[src/rtl/ml_cache_pkg.sv]
// ml_cache_pkg: FSM encoding and statistics counter sizing
// shared by the ml_cache_ctrl files.
package ml_cache_pkg;

  localparam int CNT_W = 16;

  typedef enum logic [2:0] {
    S_IDLE,
    S_LOOKUP,
    S_L2_FILL,
    S_MEM_RD,
    S_MEM_WR,
    S_RESP
  } state_t;

  function automatic logic [CNT_W-1:0] sat_inc(
    input logic [CNT_W-1:0] v
  );
    return (&v) ? v : v + CNT_W'(1);
  endfunction

endpackage

[src/rtl/ml_cache_level.sv]
// ml_cache_level: one direct-mapped tag/data/valid array.
// Lookup is combinational; write-on-hit, fill and flush are clocked.
module ml_cache_level
  import ml_cache_pkg::*;
#(
  parameter int ADDR_W = 32,
  parameter int DATA_W = 8,
  parameter int LINES  = 16
) (
  input  logic              clk,
  input  logic              reset,
  input  logic              i_flush,
  input  logic [ADDR_W-1:0] i_addr,
  input  logic              i_wr,
  input  logic              i_fill,
  input  logic [DATA_W-1:0] i_wdata,
  output logic              o_hit,
  output logic [DATA_W-1:0] o_rdata
);

  localparam int IDX_W = $clog2(LINES);
  localparam int TAG_W = ADDR_W - IDX_W;

  logic [LINES-1:0]  r_valid;
  logic [TAG_W-1:0]  r_tag  [LINES];
  logic [DATA_W-1:0] r_data [LINES];

  logic [IDX_W-1:0] w_idx;
  logic [TAG_W-1:0] w_tag;

  assign w_idx   = i_addr[IDX_W-1:0];
  assign w_tag   = i_addr[ADDR_W-1:IDX_W];
  assign o_hit   = r_valid[w_idx] &&
                   (r_tag[w_idx] == w_tag);
  assign o_rdata = r_data[w_idx];

  always_ff @(posedge clk or posedge reset) begin
    if (reset)        r_valid        <= '0;
    else if (i_flush) r_valid        <= '0;
    else if (i_fill)  r_valid[w_idx] <= 1'b1;
  end

  // Tag/data carry no reset; the valid bits gate them.
  always_ff @(posedge clk) begin
    if (i_fill)
      r_tag[w_idx] <= w_tag;
    if (i_fill || (i_wr && o_hit))
      r_data[w_idx] <= i_wdata;
  end

endmodule

[src/rtl/ml_cache_ctrl.sv]
// ml_cache_ctrl: two-level write-through direct-mapped cache.
// Define ML_CACHE_STATS_EN to build the hit/miss counters.
module ml_cache_ctrl
  import ml_cache_pkg::*;
#(
  parameter int ADDR_W   = 32,
  parameter int DATA_W   = 8,
  parameter int L1_LINES = 16,
  parameter int L2_LINES = 64
) (
  input  logic              clk,
  input  logic              reset,
  input  logic              req_valid,
  output logic              req_ready,
  input  logic              req_we,
  input  logic [ADDR_W-1:0] req_addr,
  input  logic [DATA_W-1:0] req_wdata,
  output logic              rsp_valid,
  output logic [DATA_W-1:0] rsp_rdata,
  output logic              hit1,
  output logic              hit2,
  output logic              busy,
  input  logic              flush,
  output logic              mem_req,
  output logic              mem_we,
  output logic [ADDR_W-1:0] mem_addr,
  output logic [DATA_W-1:0] mem_wdata,
  input  logic              mem_ack,
  input  logic [DATA_W-1:0] mem_rdata,
  output logic [CNT_W-1:0]  l1_hit_cnt,
  output logic [CNT_W-1:0]  l2_hit_cnt,
  output logic [CNT_W-1:0]  miss_cnt
);

  state_t r_state, w_next;

  logic              r_we;
  logic [ADDR_W-1:0] r_addr;
  logic [DATA_W-1:0] r_wdata;
  logic [DATA_W-1:0] r_rdata;
  logic              r_hit1;
  logic              r_hit2;

  logic              w_hit1, w_hit2;
  logic [DATA_W-1:0] w_rd1, w_rd2;
  logic              w_accept, w_flush;
  logic              w_l1_wr, w_l1_fill;
  logic              w_l2_wr, w_l2_fill;
  logic [DATA_W-1:0] w_l1_wd, w_l2_wd;

  always_ff @(posedge clk or posedge reset) begin
    if (reset) r_state <= S_IDLE;
    else       r_state <= w_next;
  end

  always_comb begin
    w_next    = r_state;
    req_ready = 1'b0;
    busy      = 1'b1;
    rsp_valid = 1'b0;
    mem_req   = 1'b0;
    mem_we    = 1'b0;
    w_accept  = 1'b0;
    w_flush   = 1'b0;
    w_l1_wr   = 1'b0;
    w_l2_wr   = 1'b0;
    w_l1_fill = 1'b0;
    w_l2_fill = 1'b0;
    unique case (r_state)
      S_IDLE: begin
        busy      = 1'b0;
        req_ready = !flush;
        w_flush   = flush;
        w_accept  = req_valid && !flush;
        if (w_accept) w_next = S_LOOKUP;
      end
      S_LOOKUP: begin
        if (r_we) begin
          w_l1_wr = 1'b1;
          w_l2_wr = 1'b1;
          w_next  = S_MEM_WR;
        end
        else if (w_hit1) w_next = S_RESP;
        else if (w_hit2) w_next = S_L2_FILL;
        else             w_next = S_MEM_RD;
      end
      S_L2_FILL: begin
        w_l1_fill = 1'b1;
        w_next    = S_RESP;
      end
      S_MEM_RD: begin
        mem_req = 1'b1;
        if (mem_ack) begin
          w_l1_fill = 1'b1;
          w_l2_fill = 1'b1;
          w_next    = S_RESP;
        end
      end
      S_MEM_WR: begin
        mem_req = 1'b1;
        mem_we  = 1'b1;
        if (mem_ack) w_next = S_RESP;
      end
      S_RESP: begin
        rsp_valid = 1'b1;
        w_next    = S_IDLE;
      end
      default: w_next = S_IDLE;
    endcase
  end

  always_ff @(posedge clk or posedge reset) begin
    if (reset) begin
      r_we    <= 1'b0;
      r_addr  <= '0;
      r_wdata <= '0;
      r_rdata <= '0;
      r_hit1  <= 1'b0;
      r_hit2  <= 1'b0;
    end else begin
      if (w_accept) begin
        r_we    <= req_we;
        r_addr  <= req_addr;
        r_wdata <= req_wdata;
      end
      if (r_state == S_LOOKUP) begin
        r_hit1  <= w_hit1;
        r_hit2  <= w_hit2 && !w_hit1;
        r_rdata <= r_we   ? '0    :
                   w_hit1 ? w_rd1 : w_rd2;
      end
      if (r_state == S_MEM_RD && mem_ack)
        r_rdata <= mem_rdata;
    end
  end

  // L1 refills from memory or from the L2 copy held in r_rdata.
  assign w_l1_wd = (r_state == S_MEM_RD)  ? mem_rdata :
                   (r_state == S_L2_FILL) ? r_rdata   :
                                            r_wdata;
  assign w_l2_wd = (r_state == S_MEM_RD)  ? mem_rdata :
                                            r_wdata;

  ml_cache_level #(
    .ADDR_W (ADDR_W),
    .DATA_W (DATA_W),
    .LINES  (L1_LINES)
  ) u_l1 (
    .clk     (clk),
    .reset   (reset),
    .i_flush (w_flush),
    .i_addr  (r_addr),
    .i_wr    (w_l1_wr),
    .i_fill  (w_l1_fill),
    .i_wdata (w_l1_wd),
    .o_hit   (w_hit1),
    .o_rdata (w_rd1)
  );

  ml_cache_level #(
    .ADDR_W (ADDR_W),
    .DATA_W (DATA_W),
    .LINES  (L2_LINES)
  ) u_l2 (
    .clk     (clk),
    .reset   (reset),
    .i_flush (w_flush),
    .i_addr  (r_addr),
    .i_wr    (w_l2_wr),
    .i_fill  (w_l2_fill),
    .i_wdata (w_l2_wd),
    .o_hit   (w_hit2),
    .o_rdata (w_rd2)
  );

  assign rsp_rdata = rsp_valid ? r_rdata : '0;
  assign hit1      = rsp_valid && r_hit1;
  assign hit2      = rsp_valid && r_hit2;
  assign mem_addr  = r_addr;
  assign mem_wdata = r_wdata;

`ifdef ML_CACHE_STATS_EN
  logic [CNT_W-1:0] r_l1_cnt;
  logic [CNT_W-1:0] r_l2_cnt;
  logic [CNT_W-1:0] r_miss_cnt;

  always_ff @(posedge clk or posedge reset) begin
    if (reset) begin
      r_l1_cnt   <= '0;
      r_l2_cnt   <= '0;
      r_miss_cnt <= '0;
    end else if (r_state == S_RESP) begin
      if (r_hit1)      r_l1_cnt   <= sat_inc(r_l1_cnt);
      else if (r_hit2) r_l2_cnt   <= sat_inc(r_l2_cnt);
      else             r_miss_cnt <= sat_inc(r_miss_cnt);
    end
  end

  assign l1_hit_cnt = r_l1_cnt;
  assign l2_hit_cnt = r_l2_cnt;
  assign miss_cnt   = r_miss_cnt;
`else
  assign l1_hit_cnt = '0;
  assign l2_hit_cnt = '0;
  assign miss_cnt   = '0;
`endif

endmodule

[config.mk]
export PLATFORM = sky130hd
export DESIGN_NAME = ml_cache_ctrl
export DESIGN_NICKNAME = d
export VERILOG_FILES = /design/src/rtl/ml_cache_pkg.sv /design/src/rtl/ml_cache_level.sv /design/src/rtl/ml_cache_ctrl.sv
export SDC_FILE = /design/constraint.sdc
export NUM_CORES = 2
export LEC_CHECK = 0
export CAP_MARGIN = 10
export CORE_AREA = 4 4 521 523
export DETAILED_ROUTE_END_ITERATION = 7
export DIE_AREA = 0 0 525 527
export GPL_ROUTABILITY_DRIVEN = 1
export PLACE_DENSITY = 0.6
export SLEW_MARGIN = 25
export SYNTH_ARGS = -nofsm -noshare
export SYNTH_HDL_FRONTEND = slang
export SYNTH_HIERARCHICAL = 1
export SYNTH_SLANG_ARGS = --single-unit
[constraint.sdc]
create_clock -name clk -period 8.7 [get_ports clk]
set_input_delay 1.74 -clock clk [delete_from_list [all_inputs] [get_ports clk]]
set_output_delay 1.74 -clock clk [all_outputs]
set_load 0.01 [all_outputs]
==> flow_metrics.env <==
export IMPL_final_common_cell="edfxtp_1"
export IMPL_drive_above_1_share_pct=20.90
export IMPL_hold_slack_ps=494.1
export IMPL_vias_per_cell=6.436
export IMPL_cts_sinks=2886
export IMPL_fillers=21578
export IMPL_design_die_area_um2=276700
export IMPL_hold_depth=2
export IMPL_ys_ff_latch=2886
export IMPL_synth_edf_count=2752
export IMPL_hold_viol=0
export IMPL_p_per_area_nw_per_um2=364.9
export IMPL_critPathKind="reg2reg"
export IMPL_p_sw_share_pct=37.54
export IMPL_clkPwrFrac_pct=26.6
export IMPL_regToRegStartpoint="mem_addr[2]$_DFFE_PP0P_"
export IMPL_rows=190
export IMPL_post_cts_buffers=0
export IMPL_setup_viol=0
export IMPL_routed_wl_mm=372.6
export IMPL_fin_crit_ps=6908
export IMPL_grt_pass1_wl_mm=513.4
export IMPL_hold_buffers=0
export IMPL_cts_buffers=294
export IMPL_synth_area_um2=114300
export IMPL_place_congestion=0.9783
export IMPL_rsz0062_at_grt="false"
export IMPL_syn_to_final_growth_pct=14.51
export IMPL_syn_area_per_cell_um2=18.48
export IMPL_end_kind="register"
export IMPL_p_int_uw=29830
export IMPL_synthArstFlopShare_pct=4.643
export IMPL_holdPathEnd="u_l2/r_valid[61]$_DFFE_PP0P_"
export IMPL_cts_resized_gates=0
export IMPL_num_nets_final=6495
export IMPL_initial_core_util_pct=42.82
export IMPL_place_area_um2=121100
export IMPL_switching_power_uw=17930
export IMPL_drv_cap=0
export IMPL_drtAntennaViolNets=0
export IMPL_antenna_found_initial=24
export IMPL_dr_pass1_iters=8
export IMPL_r2r_setup_slack_ps=1790
export IMPL_final_area_um2=130900
export IMPL_ys_types=107
export IMPL_clk_pin_slew_ps=60
export IMPL_slowest_delay_ps=930
export IMPL_cts_buffer_depth=4
export IMPL_crit_path_frequent_cell="buf_4"
export IMPL_port_buffers=108
export IMPL_wl_per_cell_um=36.41
export IMPL_overflow=0
export IMPL_fin_tns_setup_ps=0
export IMPL_leakagePower_uw=0.04206
export IMPL_grt_max_degree=102
export IMPL_boundaryPins=157
export IMPL_ys_warn_count=6
export IMPL_fin_crit_sh_pct=79.40
export IMPL_ir_drop_mv=0.3370
export IMPL_core_area_um2=267000
export IMPL_die_h_um=527
export IMPL_grt_pass1_vias=62644
export IMPL_tightest_slew_ps=1239
export IMPL_crit_path_cell_trace="buf_12 > nor2b_4 > buf_4 > a22oi_1 > a31oi_1 > a211oi_1 > nor4b_2 > xor2_1 > nand4_1 > nor4_4 > a41oi_4 > buf_4 > nor3_1"
export IMPL_yosys_most_used_dff="edfxtp_1"
export IMPL_hold_path_class="reg2reg"
export IMPL_power_frac_comb_pct=33.8
export IMPL_vias=65864
export IMPL_drv_slew=0
export IMPL_worstPathMaxFanout=77
export IMPL_synth_seq_area_share_pct=75.23
export IMPL_clock_skew_ps=64.79
export IMPL_min_from="u_l2/r_valid[61]$_DFFE_PP0P_"
export IMPL_htreeDepth=5
export IMPL_final_cell_mix="edfxtp_1 (2,752), mux2i_1 (385), clkbuf_16 (302), mux4_2 (287), nor2_1 (263)"
export IMPL_synthCells=6187
export IMPL_critPathLaunch="mem_addr[2]$_DFFE_PP0P_"
export IMPL_reg2reg_to="u_l2/r_data[2][0]$_DFFE_PP_"
export IMPL_cp_slowest_cell="dfrtp_4"
export IMPL_cp_arrival_ps=7400
export IMPL_insertion_delay_ps=890
export IMPL_slew_headroom_pct=16.53
export IMPL_crit_required_ps=9190
export IMPL_cts_root_buffer="clkbuf_16"
export IMPL_worstRegToRegCells=13
export IMPL_grt_use_total_pct=26.23
export IMPL_cts_tree="yes"
export IMPL_crit_path_start_kind="register"
export IMPL_drt_iter0_markers=9629
export IMPL_place_hpwl_mm=225.7
export IMPL_die_x_um=525
export IMPL_sequentialPowerShare_pct=39.6
export IMPL_drc_errors=0
export IMPL_status="finished, final reports clean"
export IMPL_max_freq_mhz=144.8
cell type report:
cell class              instances  area [µm²]  share of cell area (%)
flip-flops and latches       2886       86110                   65.79
multi-input cells            2878       26670                   20.38
clock buffers                 381        7994                   6.107
well taps                    3552        4444                   3.395
repair buffers                357        3969                   3.032
clock inverters               143        1572                   1.201
inverters                      24       97.59                 0.07456
diodes                         13       32.53                 0.02485
worst max-delay path, delay by kind of cell, from the launching register on:
kind / cells / cell delay (ps)
simple gates: 5 / 2490
xor+xnor: 1 / 210
buf+inv: 3 / 1250
flops: 1 / 930
compound gates: 4 / 1490
power by group through the flow:
stage / logic [µW] / clock network, µW / registers [µW]
global placement: 15700 / 0 / 19200
floorplan: 8410 / 0 / 18900
finish: 16100 / 12700 / 18900
global route: 16500 / 13500 / 19000
detailed placement: 15800 / 0 / 19200
CTS: 15800 / 12800 / 18900
per-stage QoR:
stage                     total power, µW  worst slack [ps]  util, %  std cells
after floorplan                     27310              4095        -       6234
after global placement              34830              2107    44.93       9641
after detailed placement            34960              1978    45.34       9687
after CTS                           47560              1968    48.93      10211
after global routing                48890              1870    49.02      10223
final                               47770              1792    49.03      10234
worst max path at each step:
stage                                              to  slack [ps]  cells after the start
after floorplan           u_l1/r_data[2][0]$_DFFE_PP_        4100                      6
after global placement    u_l2/r_data[2][4]$_DFFE_PP_        2110                     13
after detailed placement  u_l2/r_data[3][0]$_DFFE_PP_        1980                     13
after CTS                 u_l2/r_data[3][6]$_DFFE_PP_        1970                     13
after global routing      u_l2/r_data[2][1]$_DFFE_PP_        1870                     13
final                     u_l2/r_data[2][0]$_DFFE_PP_        1790                     13
Yosys cell counts, types with 8 or more instances:
| master | number | area, µm² |
|---|---|---|
| o21bai_2 | 10 | 112.6 |
| nand4_1 | 56 | 350.3 |
| xnor2_1 | 24 | 210.2 |
| nor2_1 | 349 | 1310 |
| or3_1 | 8 | 50.05 |
| and3_1 | 10 | 62.56 |
| inv_1 | 19 | 71.32 |
| mux2_4 | 40 | 600.6 |
| and2_1 | 18 | 112.6 |
| nor4_1 | 17 | 106.4 |
| nor2b_1 | 10 | 62.56 |
| a22o_1 | 52 | 455.4 |
| nor3_2 | 62 | 620.6 |
| xor2_1 | 19 | 166.4 |
| nand3_1 | 39 | 195.2 |
| a31oi_1 | 37 | 231.5 |
| o211ai_1 | 15 | 112.6 |
| nor3_1 | 37 | 185.2 |
| o21ai_0 | 101 | 505.5 |
| dfrtp_1 | 134 | 3353 |
| o22ai_1 | 96 | 600.6 |
| edfxtp_1 | 2752 | 82640 |
| a221oi_1 | 196 | 1717 |
| clkbuf_1 | 129 | 484.2 |
| mux2_2 | 130 | 1464 |
| buf_1 | 46 | 172.7 |
| buf_4 | 82 | 615.6 |
| a2bb2oi_1 | 13 | 113.9 |
| o221ai_1 | 25 | 219.0 |
| nand2_1 | 160 | 600.6 |
| buf_2 | 140 | 700.7 |
| a221o_1 | 25 | 250.2 |
| buf_6 | 38 | 427.9 |
| nand2b_1 | 22 | 137.6 |
| nand3b_1 | 29 | 217.7 |
| a211oi_1 | 17 | 127.6 |
| a22oi_1 | 247 | 1854 |
| a21oi_1 | 111 | 555.5 |
| mux2i_1 | 386 | 3864 |
| mux4_2 | 287 | 6464 |
| o22a_1 | 10 | 87.58 |
| mux4_1 | 20 | 525.5 |
sequential cells by signal, summed over array words and instances (netlist names):
register / cells
mem_addr: 32
mem_wdata: 8
r_hit1: 1
r_hit2: 1
r_rdata: 8
r_state: 3
r_we: 1
u_l1/r_data: 128
u_l1/r_tag: 448
u_l1/r_valid: 16
u_l2/r_data: 512
u_l2/r_tag: 1664
u_l2/r_valid: 64
cells by family (layout without fill, tap and decap cells):
kind of cell / count (synthesis) / after routing / share of synthesized area, %
DFF: 2886 / 2886 / 75.23
AOI/OAI and AO/OA: 1045 / 1045 / 6.793
and+or+nand+nor: 879 / 879 / 4.029
muxes: 863 / 863 / 11.30
buffers and inverters: 470 / 905 / 2.317
xor gates and xnor gates: 43 / 43 / 0.3295
other: 1 / 61 / 0.003281
routing by layer:
| layer | vias to the layer above | share of wire (%) | GRT usage, % |
|---|---|---|---|
| li1 | 25883 | - | - |
| met1 | 34749 | 38 | 36.28 |
| met2 | 4428 | 46 | 40.47 |
| met3 | 798 | 11 | 5.672 |
| met4 | 6 | 4.8 | 11.00 |
| met5 | - | 0.0081 | 0 |
Note: power is estimated with default switching activity, not from simulation.
